$ cat src/rtl/camera_capture_ctrl.sv
// DVP camera capture: packs PCLK-sampled bytes into WORD_W words for the frame RAM write port.
// Define CAMERA_DECIM_EN to add the DECIM input (2:1 line and pixel decimation).
module camera_capture_ctrl #(
    parameter int WORD_W        = 32,
    parameter int ADDR_W        = 17,
    parameter int DEPTH         = 2**ADDR_W,
    parameter int BYTES_PER_PIX = 2,
    parameter int CNT_W         = 8
) (
    input  logic                PCLK,
    input  logic                HRESETn,
    input  logic [7:0]          CAM_DATA,
    input  logic                VSYNC,
    input  logic                HREF,
    input  logic                CAP_REQ,
    input  logic                CONTINUOUS,
`ifdef CAMERA_DECIM_EN
    input  logic                DECIM,
`endif
    output logic                DATA_READY,
    output logic                FRAME_DONE,
    output logic                CAP_BUSY,
    output logic                WR_EN,
    output logic [ADDR_W-1:0]   WR_ADDR,
    output logic [WORD_W-1:0]   WR_DATA,
    output logic [ADDR_W:0]     WORD_CNT,
    output logic [CNT_W-1:0]    FRAME_CNT,
    output logic                OVERFLOW
);
    localparam int BPW    = WORD_W / 8;
    localparam int IDX_W  = (BPW > 1) ? $clog2(BPW) : 1;
    localparam int STAGES = 1;
    localparam logic [ADDR_W-1:0] LAST_ADDR = ADDR_W'(DEPTH - 1);

    typedef enum logic [2:0] {IDLE, ARM, SOF, CAPT, DONE} state_t;
    state_t state, state_nxt;

    logic                  cont_r;
    logic                  q_raw, keep, cap, idx_last, wr_req, blocked, sof_go, eof, full;
    logic [IDX_W-1:0]      idx;
    logic [BPW-1:0][7:0]   acc, acc_nxt;
    logic [WORD_W-1:0]     wr_word;
    logic [ADDR_W:0]       wcnt;
    logic [STAGES:0]       vld_pipe;

    // ---------------- control FSM ----------------
    always_ff @(posedge PCLK or negedge HRESETn) begin
        if (!HRESETn) begin
            state  <= IDLE;
            cont_r <= 1'b0;
        end else begin
            state <= state_nxt;
            if (state == IDLE && CAP_REQ)
                cont_r <= CONTINUOUS;
        end
    end

    always_comb begin
        state_nxt = state;
        case (state)
            IDLE: if (CAP_REQ) state_nxt = ARM;
            ARM:  if (!CAP_REQ) state_nxt = IDLE;
                  else if (VSYNC) state_nxt = SOF;
            SOF:  if (!CAP_REQ) state_nxt = IDLE;
                  else if (!VSYNC) state_nxt = CAPT;
            // a dropped request only ends continuous capture at the frame boundary
            CAPT: if (VSYNC) state_nxt = !cont_r ? DONE : (CAP_REQ ? SOF : IDLE);
            DONE: if (!CAP_REQ) state_nxt = IDLE;
            default: state_nxt = IDLE;
        endcase
    end

    assign sof_go     = (state == SOF) && (state_nxt == CAPT);
    assign eof        = (state == CAPT) && VSYNC;
    assign DATA_READY = (state == DONE);
    assign CAP_BUSY   = (state != IDLE);

    // ---------------- optional decimation ----------------
`ifdef CAMERA_DECIM_EN
    localparam int PB_W = (BYTES_PER_PIX > 1) ? $clog2(BYTES_PER_PIX) : 1;
    logic            decim_r, line_odd, pix_odd, href_d;
    logic [PB_W-1:0] pix_byte;

    always_ff @(posedge PCLK or negedge HRESETn) begin
        if (!HRESETn) begin
            decim_r  <= 1'b0;
            line_odd <= 1'b0;
            pix_odd  <= 1'b0;
            href_d   <= 1'b0;
            pix_byte <= '0;
        end else if (sof_go) begin
            decim_r  <= DECIM;
            line_odd <= 1'b0;
            pix_odd  <= 1'b0;
            href_d   <= 1'b0;
            pix_byte <= '0;
        end else begin
            href_d <= HREF;
            if (state == CAPT && href_d && !HREF)
                line_odd <= ~line_odd;
            if (q_raw) begin
                if (pix_byte == PB_W'(BYTES_PER_PIX - 1)) begin
                    pix_byte <= '0;
                    pix_odd  <= ~pix_odd;
                end else begin
                    pix_byte <= pix_byte + PB_W'(1);
                end
            end else begin
                pix_byte <= '0;
                pix_odd  <= 1'b0;
            end
        end
    end

    assign keep = ~decim_r | (~line_odd & ~pix_odd);
`else
    // pixel size only matters when decimating
    assign keep = (BYTES_PER_PIX > 0);
`endif

    // ---------------- byte packing ----------------
    // Line-end flush follows the raw qualifier so skipped pixels never split a word.
    assign q_raw    = (state == CAPT) && HREF && !VSYNC;
    assign cap      = q_raw && keep;
    assign idx_last = (idx == IDX_W'(BPW - 1));

    always_comb begin
        acc_nxt = acc;
        for (int l = 0; l < BPW; l++)
            if (idx == IDX_W'(BPW - 1 - l))
                acc_nxt[l] = CAM_DATA;
    end

    assign wr_req  = (cap && idx_last) || (!q_raw && idx != '0);
    assign wr_word = cap ? acc_nxt : acc;
    assign blocked = full || (WR_EN && WR_ADDR == LAST_ADDR);

    always_ff @(posedge PCLK or negedge HRESETn) begin
        if (!HRESETn) begin
            idx      <= '0;
            acc      <= '0;
            WR_EN    <= 1'b0;
            WR_ADDR  <= '0;
            WR_DATA  <= '0;
            full     <= 1'b0;
            OVERFLOW <= 1'b0;
            wcnt     <= '0;
        end else begin
            WR_EN <= 1'b0;
            if (cap) begin
                if (idx_last) begin
                    acc <= '0;
                    idx <= '0;
                end else begin
                    acc <= acc_nxt;
                    idx <= idx + IDX_W'(1);
                end
            end else if (!q_raw) begin
                acc <= '0;
                idx <= '0;
            end

            if (sof_go) begin
                WR_ADDR  <= '0;
                full     <= 1'b0;
                OVERFLOW <= 1'b0;
                wcnt     <= '0;
            end else begin
                // address advances after the write; the last word pins it
                if (WR_EN) begin
                    if (WR_ADDR == LAST_ADDR)
                        full <= 1'b1;
                    else
                        WR_ADDR <= WR_ADDR + ADDR_W'(1);
                end
                if (wr_req) begin
                    if (blocked) begin
                        OVERFLOW <= 1'b1;
                    end else begin
                        WR_EN   <= 1'b1;
                        WR_DATA <= wr_word;
                        wcnt    <= wcnt + (ADDR_W + 1)'(1);
                    end
                end
            end
        end
    end

    // ---------------- frame completion ----------------
    // one extra stage lets a flush issued on the end-of-frame edge land first
    always_ff @(posedge PCLK or negedge HRESETn) begin
        if (!HRESETn) begin
            vld_pipe  <= '0;
            WORD_CNT  <= '0;
            FRAME_CNT <= '0;
        end else begin
            vld_pipe <= {vld_pipe[STAGES-1:0], eof};
            if (vld_pipe[0]) begin
                WORD_CNT  <= wcnt;
                FRAME_CNT <= FRAME_CNT + CNT_W'(1);
            end
        end
    end

    assign FRAME_DONE = vld_pipe[STAGES];

endmodule
$ cat config.mk
export PLATFORM = sky130hd
export DESIGN_NAME = camera_capture_ctrl
export DESIGN_NICKNAME = d
export VERILOG_FILES = /design/src/rtl/camera_capture_ctrl.sv
export SDC_FILE = /design/constraint.sdc
export NUM_CORES = 1
export LEC_CHECK = 0
export CORE_UTILIZATION = 30
export DETAILED_ROUTE_END_ITERATION = 7
export PLACE_DENSITY_LB_ADDON = 0.2
export SETUP_SLACK_MARGIN = 0.1
export SLEW_MARGIN = 5
export SYNTH_ARGS = -nofsm -noshare
export SYNTH_HDL_FRONTEND = slang
export SYNTH_SLANG_ARGS = --single-unit
$ cat constraint.sdc
create_clock -name PCLK -period 3.9 [get_ports PCLK]
set_input_delay 0.78 -clock PCLK [delete_from_list [all_inputs] [get_ports PCLK]]
set_output_delay 0.78 -clock PCLK [all_outputs]
set_load 0.05 [all_outputs]
-- Yosys cells after proc, flatten, opt, wreduce, memory -nomap -nowiden
Index checks and enable logic that the tools add are counted.
- add/sub/neg operators: 4
- equality and inequality tests: 11
- mux-type cells: 34
- bitwise operators: 2
- reduce and logical (&&, ||, !) cells: 25
- operators by type and width (kind ; count):
    $mux 32 ; 3
    $mux 18 ; 3
    $mux 17 ; 3
    $mux 8 ; 4
    $mux 3 ; 8
    $add 18x1->18 const B ; 1
    $add 17x1->17 const B ; 1
    $eq 17x17->1 const B ; 1
    $pmux 3 s5 ; 1
    $reduce_bool 2->1 ; 5
    $eq 3x2->1 const B ; 3
    $mux 1 ; 9
    $add 8x1->8 const B ; 1
    $logic_and 1x1->1 ; 8
    $reduce_and 2->1 ; 4
    $mux 2 ; 3
    $eq 2x2->1 const B ; 2
    $eq 3x1->1 const B ; 1
    $eq 3x3->1 const B ; 1
    $logic_not 3->1 ; 1
    $reduce_and 3->1 ; 1
    $reduce_bool 3->1 ; 1
    $add 2x1->2 const B ; 1
    $eq 2x1->1 const B ; 1
    6 further kinds ; 9
- register bits after elaboration: 136
- output and inout port bits: 80
- logic and storage cells: 92

-- Longest topological paths before layout
Gate-level depths: netlist of the first run.
- depth after elaboration: 8
- mapped depth: 12
- depth with buffers taken out: 10

-- Least setup slack after synthesis of the first run
Ideal clock, no wire load.
- path type: reg2reg
- start point: register WR_ADDR[6]
- end point: register wcnt[17]
- data arrival time: 2524 ps
- data required time: 3765 ps
- path slack: 1241 ps
- stages on the path, launching flop included: 11
- path through: dfrtp_1 and4_1 and4_1 nand3_1 nor2_1 ha_1 a21oi_1 nand4_1 nor4_2 a31o_2 a21oi_1
- cells in the longest elaborated chain, start to end: 5
- ends and longest elaborated chain (item ; RTL line ; text):
    start: declaration ; 24 ; output logic [ADDR_W-1:0] WR_ADDR,
    start signal: assignment ; 174 ; WR_ADDR <= WR_ADDR + ADDR_W'(1);
    $eq 17x17->1 ; 136 ; assign blocked = full || (WR_EN && WR_ADDR == LAST_ADDR);
    $logic_and 1x1->1 ; 136 ;
    $logic_or 1x1->1 ; 136 ;
    $ne 2x1->1 (no source line) ; n/a ;
    $reduce_and 2->1 (no source line) ; n/a ;
    end signal: assignment ; 182 ; wcnt <= wcnt + (ADDR_W + 1)'(1);
    end: declaration ; 43 ; logic [ADDR_W:0] wcnt;
No other way between the ends.
A chain may end at the register's enable or synchronous reset.

-- Worst setup path in the final report of the first run
- start point: register state[2]
- end point: output DATA_READY
- cells in the longest elaborated chain, start to end: 1
- ends and longest elaborated chain (item ; RTL line ; text):
    start: declaration ; 36 ; state_t state, state_nxt;
    start signal: assignment ; 52 ; state <= state_nxt;
    $eq 3x3->1 ; 75 ; assign DATA_READY = (state == DONE);
    end: declaration ; 20 ; output logic DATA_READY,
No other way between the ends.

==> parameters.txt, run 1 <==
Parameter                              Value

Run status
  Run status    completed

Floorplan
  Rows    51
  Core Box Area    19,590 sq um
  Number of I/O pins    94
  Chip Height    144.1 um
  Initial cell density of the core    30.90%
  Overall die width    144.1 um
  Die Area    20,750 sq um

Routing
  Antenna Nets Post-Route    0
  First-pass iteration count of the detailed router    4
  Total DRC errors in the routed layout    0
  Average via count per standard cell    4.735
  Wire per inst    15.35 um
  Total vias in the final route    4,295
  1st-iter DRT viols    241
  Total wire length    13.92 mm

Timing
  Final Slew Violations    0
  Slew HR    40.99%
  Unrepaired setup endpoints after global routing    no
  Finish-stage setup viols    0
  Min cycle time layout    2.831 ns
  Number of hold violations in the final report    0
  Final total negative setup slack    0 ns
  Fmax    353.3 MHz
  Clock tree skew after final layout    0.009365 ns
  Fraction of the cycle the final worst path needs    72.58%
  Slew @ Worst Pin    0.8851 ns

Finish
  Sequential Area    3403 sq um
  # diodes    0
  Layout overhead on the synthesized area    29.91%
  Layout Nets    651
  Fill cell count    1,882
  Fraction of layout cells with a size suffix above 1    11.06%
  Area used by multi-input combinational logic    2485 sq um

CTS
  Root Buffer    sky130_fd_sc_hd__clkbuf_16
  Hold-fix buffers at CTS    0
  Resized Gates After CTS    0
  Clock Sink Count    136
  Clock input transition at the sequential cells of the worst setup and hold paths    0.06 ns
  Clock tree from TritonCTS    yes
  Post-CTS Setup Repair Bufs    0
  Skew-Pair Late Insertion Delay    0.42 ns
  Number of buffers between clock root and the deepest sink    2
  Cts bufs inserted    17
  Number of levels the H-tree was split into    4

Global routing
  GRT Residual Overflow    0
  Gr usage total    14.35%
  Initial antenna violation count    0
  Pin count of the biggest net entering global routing    78
  Wire length of the first global-routing pass    22.53 mm
  Number of global-route vias before repair    4,332

Placed design
  Hpwl dp    9.261 mm
  RD Place Congestion    0.7720
  IO buf count    93

Synth
  Synth Cell Area    6053 sq um
  Average footprint of a synthesized cell    11.36 sq um
  Most used DFF post-synth    sky130_fd_sc_hd__dfrtp_1
  Synthesis-stage register bit count    136
  Number of library cell types mapped by synthesis    46
  Post-synth EDFFs    0
  Yosys warning total    0
  Post-synthesis cell count    533
  Sequential share of the synthesized area    56.22%
  Asr flop ratio synth    100.0%
  Post-synthesis net count    555

Worst setup path
  Kind of launch point of the worst setup path    flop
  Crit path DAT    2.05 ns
  Critical path peak fanout    9
  Worst endpoint required time    3.12 ns
  Worst Path Class, Setup    flop to output port
  Worst setup EP type    output port

Power and ir drop
  Leakage power summed over all cells    3.623 nW
  Final Power    0.006122 W
  Power density relative to cell area    778.5 nW/um^2
  Largest vdd supply drop    0.5287 mV

Min path
  Worst Hold Class    input port to asynchronous set/reset pin

Job
  Count of max-cap constraint violations    0
-- through the flow --
| stage | util, % | cells | cell area, sq um | hold slack, ns | setup slack (ns) |
|---|---|---|---|---|---|
| after floorplan | - | 533 | 6053 | 0.4357 | 1.241 |
| after global placement | 37.01 | 875 | 7251 | 0.4616 | 0.8236 |
| after detailed placement | 37.01 | 875 | 7251 | 0.4716 | 0.7420 |
| after CTS | 40.14 | 907 | 7864 | 0.4157 | 1.032 |
| after global routing | 40.14 | 907 | 7864 | 0.4358 | 0.9254 |
| final | 40.14 | 907 | 7864 | 0.3836 | 1.069 |
-- power by group --
group	switching, W	internal (W)	leakage (nW)
Combinational	0.00155	0.000786	1.54
Sequential	0.000324	0.00178	1.78
Clock	0.000611	0.00107	0.294
Total	0.00249	0.00364	3.62
-- routing by layer --
metal	vias up	wire length (um)	share of wire [%]	GRT usage (%)
li1	2041	-	-	-
met1	2142	6556	47	18.59
met2	95	6587	47	23.32
met3	17	636	4.6	3.841
met4	0	138	0.99	4.367
met5	-	0	0	0
-- final cells by class --
cell class,count,area share (%)
multi-input combinational,367,31.60
inverter,5,0.2387
timing repair buffer,102,12.87
tap,265,4.216
clock inverter,12,2.243
clock buffer,20,5.553
sequential,136,43.28
-- flip-flops by register name, summed over array words and instances (netlist names) --
register and count:
WR_DATA 32, acc 32, WORD_CNT 18, wcnt 18, WR_ADDR 17, FRAME_CNT 8, state 3, idx 2
vld_pipe 2, OVERFLOW 1, WR_EN 1, cont_r 1, full 1
-- synth_stat cells (all sizes together), types with 4 or more instances --
library cell  number  area [sq um]
xor2              20         175.2
mux2              20         225.2
nor4               8         56.30
a21oi             42         221.5
mux2i             58         580.6
o21ai              7         38.79
clkbuf             7         26.28
nand3             16         85.08
dfrtp            136          3403
inv                5         18.77
nor2              96         362.8
xnor2             14         122.6
or3                6         37.54
nand4             14         87.58
and4               4         35.03
and3              16         100.1
and2               4         25.02
ha                 8         100.1
nand2             16         62.56
buf               18         132.6
-- path summary, 6_finish.rpt --
kind | from | endpoint | slack, ns | depth (start not counted)
worst max-delay path | state[2] | DATA_READY | 1.07 | 2
worst min-delay path | HRESETn | WR_ADDR[10] | 0.38 | 1
worst max register to register | WR_ADDR[6] | wcnt[17] | 1.20 | 10
worst min register to register | FRAME_CNT[7] | FRAME_CNT[7] | 0.47 | 1
max in group asynchronous | HRESETn | cont_r | 2.63 | 2
min in group PCLK | FRAME_CNT[7] | FRAME_CNT[7] | 0.47 | 1
-- layout by cell type (no fill, tap or decap), types with 2 or more instances in the layout --
cell	n
sky130_fd_sc_hd__a21oi_1	41
sky130_fd_sc_hd__clkbuf_1	3
sky130_fd_sc_hd__and3_1	16
sky130_fd_sc_hd__xnor2_1	14
sky130_fd_sc_hd__xor2_1	20
sky130_fd_sc_hd__mux2i_1	58
sky130_fd_sc_hd__nand2_1	15
sky130_fd_sc_hd__inv_1	5
sky130_fd_sc_hd__clkinv_2	3
sky130_fd_sc_hd__nor2_1	95
sky130_fd_sc_hd__ha_1	8
sky130_fd_sc_hd__clkdlybuf4s50_1	92
sky130_fd_sc_hd__and2_1	4
sky130_fd_sc_hd__mux2_2	20
sky130_fd_sc_hd__or3_1	6
sky130_fd_sc_hd__buf_4	8
sky130_fd_sc_hd__nor2b_1	2
sky130_fd_sc_hd__clkbuf_16	17
sky130_fd_sc_hd__clkinvlp_4	2
sky130_fd_sc_hd__o21ai_0	6
sky130_fd_sc_hd__clkinv_4	3
sky130_fd_sc_hd__bufinv_16	4
sky130_fd_sc_hd__nand4_1	14
sky130_fd_sc_hd__dfrtp_1	136
sky130_fd_sc_hd__nor4_2	2
sky130_fd_sc_hd__nor4_1	6
sky130_fd_sc_hd__and4_1	4
sky130_fd_sc_hd__nand3_1	15
-- critical path, stage by stage (launching register included) --
cell and delay, ns:
sky130_fd_sc_hd__dfrtp_1 0.49, sky130_fd_sc_hd__nor3b_1 0.29, sky130_fd_sc_hd__clkdlybuf4s50_1 0.85
-- cells by family (layout without fill, tap and decap cells) --
family,Yosys count,after routing,synth area share (%)
buffers and inverters,30,139,2.935
flip-flops,136,136,56.22
XOR/XNOR,34,34,4.919
multiplexers,78,78,13.31
AO/OA/AOI/OAI,56,56,5.416
AND/OR/NAND/NOR,191,191,15.54
adder cells (fa/ha/maj),8,8,1.654
No activity file was read; power rests on OpenSTA's default activity.
==> run 2, diff against run 1 <==
Clock period 3.9 ns to 2.85 ns, I/O delays scaled along.
==> run 2 against run 1 <==
  * Critical path depth unchanged
  * Hold slack got worse by 0.23 ns
  * Combinational power up 38%
  * Core utilization is 0.98 points higher
  * Register-to-register slack lost 0.88 ns
  * Highest routed layer unchanged
==> parameters.txt, run 2 (same netlist as run 1, synthesis figures left out) <==
Parameter                              Value

Power and ir drop
  Leakage power summed over all cells    3.742 nW (+3.3%)
  Power density relative to cell area    1081 nW/um^2 (+39%)
  Largest vdd supply drop    0.6791 mV (+28%)

Timing
  Unrepaired setup endpoints after global routing    no
  Number of hold violations in the final report    0 (unchanged)
  Slew HR    56.96% (+16 points)
  Clock tree skew after final layout    0.008799 ns (-0.0005662 ns)
  Slew @ Worst Pin    0.6457 ns (-0.2395 ns)
  Finish-stage setup viols    0 (unchanged)
  Final total negative setup slack    0 ns (unchanged)
  Fmax    381.5 MHz
  Fraction of the cycle the final worst path needs    91.98%
  Final Slew Violations    0 (unchanged)
  Min cycle time layout    2.622 ns

Run status
  Run status    completed

Worst setup path
  Register-to-register path setup slack    0.32 ns (-0.88 ns)
  Start point of the critical path    state[2]
  Slowest CP cell    sky130_fd_sc_hd__clkdlybuf4s50_1
  Crit path DAT    2.05 ns (about the same)
  Critical path peak fanout    9 (unchanged)
  Worst setup EP type    output port
  Worst endpoint required time    2.28 ns (-0.84 ns)
  Worst Path Class, Setup    flop to output port
  Kind of launch point of the worst setup path    flop
  Capturing point of the worst reg2reg path    WR_DATA[5]
  List of cells traversed by the critical path    or3_1 -> clkdlybuf4s50_1
  Reg-to-Reg Start    WR_ADDR[6]
  Reg2Reg Depth    12 (+2)
  Max incr delay on CP    0.72 ns (-0.13 ns)

CTS
  Clock Sink Count    136 (unchanged)
  Clock tree from TritonCTS    yes
  Hold-fix buffers at CTS    0 (unchanged)
  Root Buffer    sky130_fd_sc_hd__clkbuf_16
  Number of buffers between clock root and the deepest sink    2 (unchanged)
  Clock input transition at the sequential cells of the worst setup and hold paths    0.06 ns (about the same)
  Number of levels the H-tree was split into    4 (unchanged)
  Cts bufs inserted    17 (unchanged)
  Skew-Pair Late Insertion Delay    0.41 ns (about the same)

Floorplan
  Chip Height    144.1 um (unchanged)
  Initial cell density of the core    30.90% (unchanged)
  Overall die width    144.1 um (unchanged)
  Rows    51 (unchanged)
  Core Box Area    19,590 sq um (unchanged)
  Number of I/O pins    94 (unchanged)
  Die Area    20,750 sq um (unchanged)

Global routing
  Number of global-route vias before repair    4,365 (+0.76%)
  Pin count of the biggest net entering global routing    71 (-9.0%)
  GRT Residual Overflow    0 (unchanged)
  Wire length of the first global-routing pass    22.94 mm (+1.8%)
  Initial antenna violation count    0 (unchanged)
  Gr usage total    14.58% (+0.23 points)

Finish
  Registers with the most flip-flops    WR_DATA (32), acc (32)
  # diodes    0 (unchanged)
  Most common cell after layout, fill and taps aside    sky130_fd_sc_hd__dfrtp_1
  Final Instance Area    8056 sq um (+2.5%)
  Fill cell count    1,874 (-0.43%)
  Sequential Area    3403 sq um (unchanged)
  Fraction of layout cells with a size suffix above 1    12.75% (+1.7 points)
  Layout Nets    660 (+1.4%)
  Most frequent cells in the layout    sky130_fd_sc_hd__dfrtp_1 (136), sky130_fd_sc_hd__nor2_1 (95), sky130_fd_sc_hd__clkdlybuf4s50_1 (91), sky130_fd_sc_hd__mux2i_1 (58), sky130_fd_sc_hd__a21oi_1 (41)
  Layout overhead on the synthesized area    33.09%
  Area used by multi-input combinational logic    2496 sq um (+0.45%)

Placed design
  IO buf count    93 (unchanged)
  Hpwl dp    9.438 mm (+1.9%)
  RD Place Congestion    0.7618 (-1.3%)
  Area after DPL    7323 sq um (+1.0%)

Routing
  Wire per inst    15.10 um (-1.6%)
  First-pass iteration count of the detailed router    4 (unchanged)
  Total vias in the final route    4,275 (-0.47%)
  Antenna Nets Post-Route    0 (unchanged)
  Total wire length    13.83 mm (-0.64%)
  Average via count per standard cell    4.667 (-1.4%)
  Total DRC errors in the routed layout    0 (unchanged)
  1st-iter DRT viols    218 (-9.5%)

Min path
  Worst Hold Class    input port to asynchronous set/reset pin

Job
  Count of max-cap constraint violations    0 (unchanged)
run 2: cell count changes in the layout (fill, tap and decap cells not counted), sizes merged:
| cell | change |
|---|---|
| clkdlybuf4s50 | -1 |
| buf | +9 |
| clkinv | -2 |
| clkbuf | +1 |
| bufinv | +3 |
| dlymetal6s2s | +1 |
| clkinvlp | -2 |
run 2: worst max-delay path, delay by kind of cell, from the launching register on:
family                 cells  cell delay (ns)
and+or+nand+nor            1             0.44
DFF                        1             0.48
buffers and inverters      1             0.72
run 2: per-stage QoR:
stage	instances	total power, W	utilization, %	hold slack [ns]	setup slack, ns
after floorplan	533	0.004935	-	0.2744	0.1913
after global placement	883	0.006098	37.38	0.4600	0.3390
after detailed placement	883	0.006136	37.38	0.4669	0.2365
after CTS	915	0.008825	41.02	0.1815	0.1048
after global routing	916	0.009152	41.13	0.2016	0.1379
final	916	0.008707	41.13	0.1541	0.2285
run 2: how the worst max path moves through the flow:
stage	cells after the start	end	slack, ns
6_report	2	CAP_BUSY	0.23
5_1_grt	12	WR_DATA[5]	0.14
4_1_cts	2	DATA_READY	0.10
3_5_place_dp	10	wcnt[17]	0.24
3_3_place_gp	7	WR_DATA[13]	0.34
2_1_floorplan	10	wcnt[17]	0.19
run 2: routing by layer:
metal | track usage [%] | wire [um] | vias up
met1 | 18.89 | 6362 | 2097
met2 | 23.75 | 6669 | 111
li1 | - | - | 2057
met4 | 5.039 | 143 | 0
met5 | 0 | 0 | -
met3 | 3.477 | 654 | 10
run 2: cell type report:
| cell class | instances | area share [%] |
|---|---|---|
| well taps | 265 | 4.116 |
| repair buffers | 111 | 13.59 |
| multi-input cells | 367 | 30.98 |
| inverters | 5 | 0.2330 |
| clock buffers | 21 | 5.839 |
| clock inverters | 11 | 2.997 |
| flip-flops and latches | 136 | 42.24 |
run 2: where the power goes:
part | total, W | internal [W] | leakage, nW | switching [W]
clock network | 0.00263 | 0.00180 | 0.347 | 0.000824
registers | 0.00286 | 0.00244 | 1.78 | 0.000420
logic | 0.00322 | 0.00109 | 1.61 | 0.00213
run 2: what timing repair did:
item                       in CTS  in global routing
buffers inserted                0                  1
gates resized for setup         0                  3
setup endpoints to repair       0                  7
==> run 3, diff against run 2 <==
Settings changed: CELL_PAD_IN_SITES_DETAIL_PLACEMENT set to 0, CELL_PAD_IN_SITES_GLOBAL_PLACEMENT set to 1.
==> run 3 against run 2 <==
  * Clock-buffer cell count down 4
  * Sequential share of layout area up 0.39 points
  * Global-route usage about the same
  * Die area unchanged
  * Cell area down 0.92%
  * Critical path type is now flop to flop
==> parameters.txt, run 3 (same netlist as run 1, synthesis figures left out) <==
Parameter                              Value

Run status
  Run status    completed

Job
  Count of max-cap constraint violations    0 (unchanged)

Worst setup path
  Critical path peak fanout    32 (+23)
  Worst setup EP type    flop
  Reg-to-Reg Start    WR_ADDR[6]
  Reg2Reg Depth    13 (+1)
  Worst endpoint required time    3.19 ns (+0.91 ns)
  Capturing point of the worst reg2reg path    WR_DATA[14]
  Register-to-register path setup slack    0.20 ns (-0.12 ns)
  Crit path DAT    2.99 ns (+0.94 ns)
  Kind of launch point of the worst setup path    flop
  Start point of the critical path    WR_ADDR[6]
  Worst Path Class, Setup    flop to flop

Timing
  Finish-stage setup viols    0 (unchanged)
  Fmax    377.8 MHz (-0.95%)
  Final Slew Violations    0 (unchanged)
  Slew @ Worst Pin    0.5735 ns (-0.07217 ns)
  Fraction of the cycle the final worst path needs    92.86% (+0.88 points)
  Number of hold violations in the final report    0 (unchanged)
  Unrepaired setup endpoints after global routing    yes
  Min cycle time layout    2.647 ns (+0.02510 ns)
  Final total negative setup slack    0 ns (unchanged)
  Slew HR    61.77% (+4.8 points)
  Clock tree skew after final layout    0.007722 ns (-0.001077 ns)

CTS
  Skew-Pair Late Insertion Delay    0.42 ns (about the same)
  Clock input transition at the sequential cells of the worst setup and hold paths    0.06 ns (about the same)
  Clock tree from TritonCTS    yes
  Number of levels the H-tree was split into    4 (unchanged)
  Clock Sink Count    136 (unchanged)
  Cts bufs inserted    17 (unchanged)
  Number of buffers between clock root and the deepest sink    2 (unchanged)
  Root Buffer    sky130_fd_sc_hd__clkbuf_16

Finish
  Most frequent cells in the layout    sky130_fd_sc_hd__dfrtp_1 (136), sky130_fd_sc_hd__nor2_1 (95), sky130_fd_sc_hd__clkdlybuf4s50_1 (91), sky130_fd_sc_hd__mux2i_1 (58), sky130_fd_sc_hd__a21oi_1 (41)
  Fraction of layout cells with a size suffix above 1    12.62% (-0.13 points)
  Registers with the most flip-flops    WR_DATA (32), acc (32)
  Layout overhead on the synthesized area    31.87%
  # diodes    0 (unchanged)
  Most common cell after layout, fill and taps aside    sky130_fd_sc_hd__dfrtp_1
  Layout Nets    659 (-0.15%)

Global routing
  Initial antenna violation count    0 (unchanged)
  Gr usage total    14.60% (+0.022 points)
  GRT Residual Overflow    0 (unchanged)
  Number of global-route vias before repair    4,280 (-1.9%)
  Pin count of the biggest net entering global routing    66 (-7.0%)
  Wire length of the first global-routing pass    22.84 mm (-0.45%)

Routing
  Total vias in the final route    4,246 (-0.68%)
  Total wire length    14.25 mm (+3.0%)
  Antenna Nets Post-Route    0 (unchanged)
  Wire per inst    15.57 um (+3.1%)
  First-pass iteration count of the detailed router    4 (unchanged)
  Total DRC errors in the routed layout    0 (unchanged)
  1st-iter DRT viols    194 (-11%)
  Average via count per standard cell    4.640 (-0.57%)

Floorplan
  Rows    51 (unchanged)
  Number of I/O pins    94 (unchanged)
  Die Area    20,750 sq um (unchanged)
  Chip Height    144.1 um (unchanged)
  Overall die width    144.1 um (unchanged)
  Initial cell density of the core    30.90% (unchanged)
  Core Box Area    19,590 sq um (unchanged)

Power and ir drop
  Largest vdd supply drop    0.6169 mV (-9.2%)
  Leakage power summed over all cells    3.702 nW (-1.1%)
  Final Power    0.008379 W (-3.8%)
  Power density relative to cell area    1050 nW/um^2 (-2.9%)

Placed design
  RD Place Congestion    0.7701 (+1.1%)
  IO buf count    93 (unchanged)
  Hpwl dp    9.374 mm (-0.68%)

Min path
  Worst Hold Class    input port to asynchronous set/reset pin
[run 3: cell count changes in the layout (fill, tap and decap cells not counted), sizes merged]
cell,before,now
buf,19,17
clkinv,4,6
clkbuf,21,18
clkinvlp,0,1
inv,5,10
bufinv,7,3
[run 3: power by group]
part / switching (W) / internal, W
combinational: 0.00214 / 0.00109
clock: 0.000898 / 0.00140
sequential: 0.000416 / 0.00244
[run 3: cell type report]
type	instances	area (sq um)
clock buffer	17	425.4
clock inverter	15	192.7
fill	1904	11610
inverter	5	18.77
multi-input combinational	367	2494
sequential	136	3403
tap	265	331.6
timing repair buffer	110	1117
[run 3: per-stage QoR]
| step | util [%] | hold slack, ns | worst slack, ns | std cells | instance area, sq um |
|---|---|---|---|---|---|
| CTS | 40.53 | 0.1452 | 0.1656 | 913 | 7939 |
| global route | 40.75 | 0.1598 | 0.05428 | 915 | 7983 |
| finish | 40.75 | 0.1067 | 0.2034 | 915 | 7983 |
| detailed placement | 37.37 | 0.4925 | 0.2216 | 881 | 7321 |
| floorplan | - | 0.2744 | 0.1913 | 533 | 6053 |
| global placement | 37.37 | 0.4626 | 0.2683 | 881 | 7321 |
[run 3: what timing repair did]
action,4_1_cts,5_1_grt
endpoints found under the setup margin,0,4
resized for setup,0,2
setup buffers,0,1
hold buffers,0,0
[run 3: worst max path at each step]
stage	to	slack (ns)
finish	WR_DATA[14]	0.20
global route	wcnt[13]	0.05
CTS	DATA_READY	0.17
detailed placement	wcnt[17]	0.22
global placement	wcnt[17]	0.27
floorplan	wcnt[17]	0.19
[run 3: critical path, cell delays in order (launching register included)]
cell and delay [ns]:
sky130_fd_sc_hd__dfrtp_1 0.43, sky130_fd_sc_hd__and4_1 0.26, sky130_fd_sc_hd__and4_1 0.25, sky130_fd_sc_hd__nand3_1 0.09, sky130_fd_sc_hd__nor2_1 0.05, sky130_fd_sc_hd__ha_1 0.20, sky130_fd_sc_hd__a21oi_1 0.24, sky130_fd_sc_hd__buf_4 0.17
sky130_fd_sc_hd__o21ai_2 0.09, sky130_fd_sc_hd__nor3_4 0.23, sky130_fd_sc_hd__buf_4 0.17, sky130_fd_sc_hd__clkbuf_16 0.21, sky130_fd_sc_hd__nor2_1 0.05, sky130_fd_sc_hd__a21oi_1 0.12
[run 3: per-layer routing]
layer	vias to the layer above	share of wire, %	GRT usage (%)	wire [um]
met5	-	0	0	0
met4	0	1.2	5.543	176
met3	13	3.9	3.709	554
met2	79	47	23.70	6718
met1	2095	48	18.66	6800
li1	2059	-	-	-
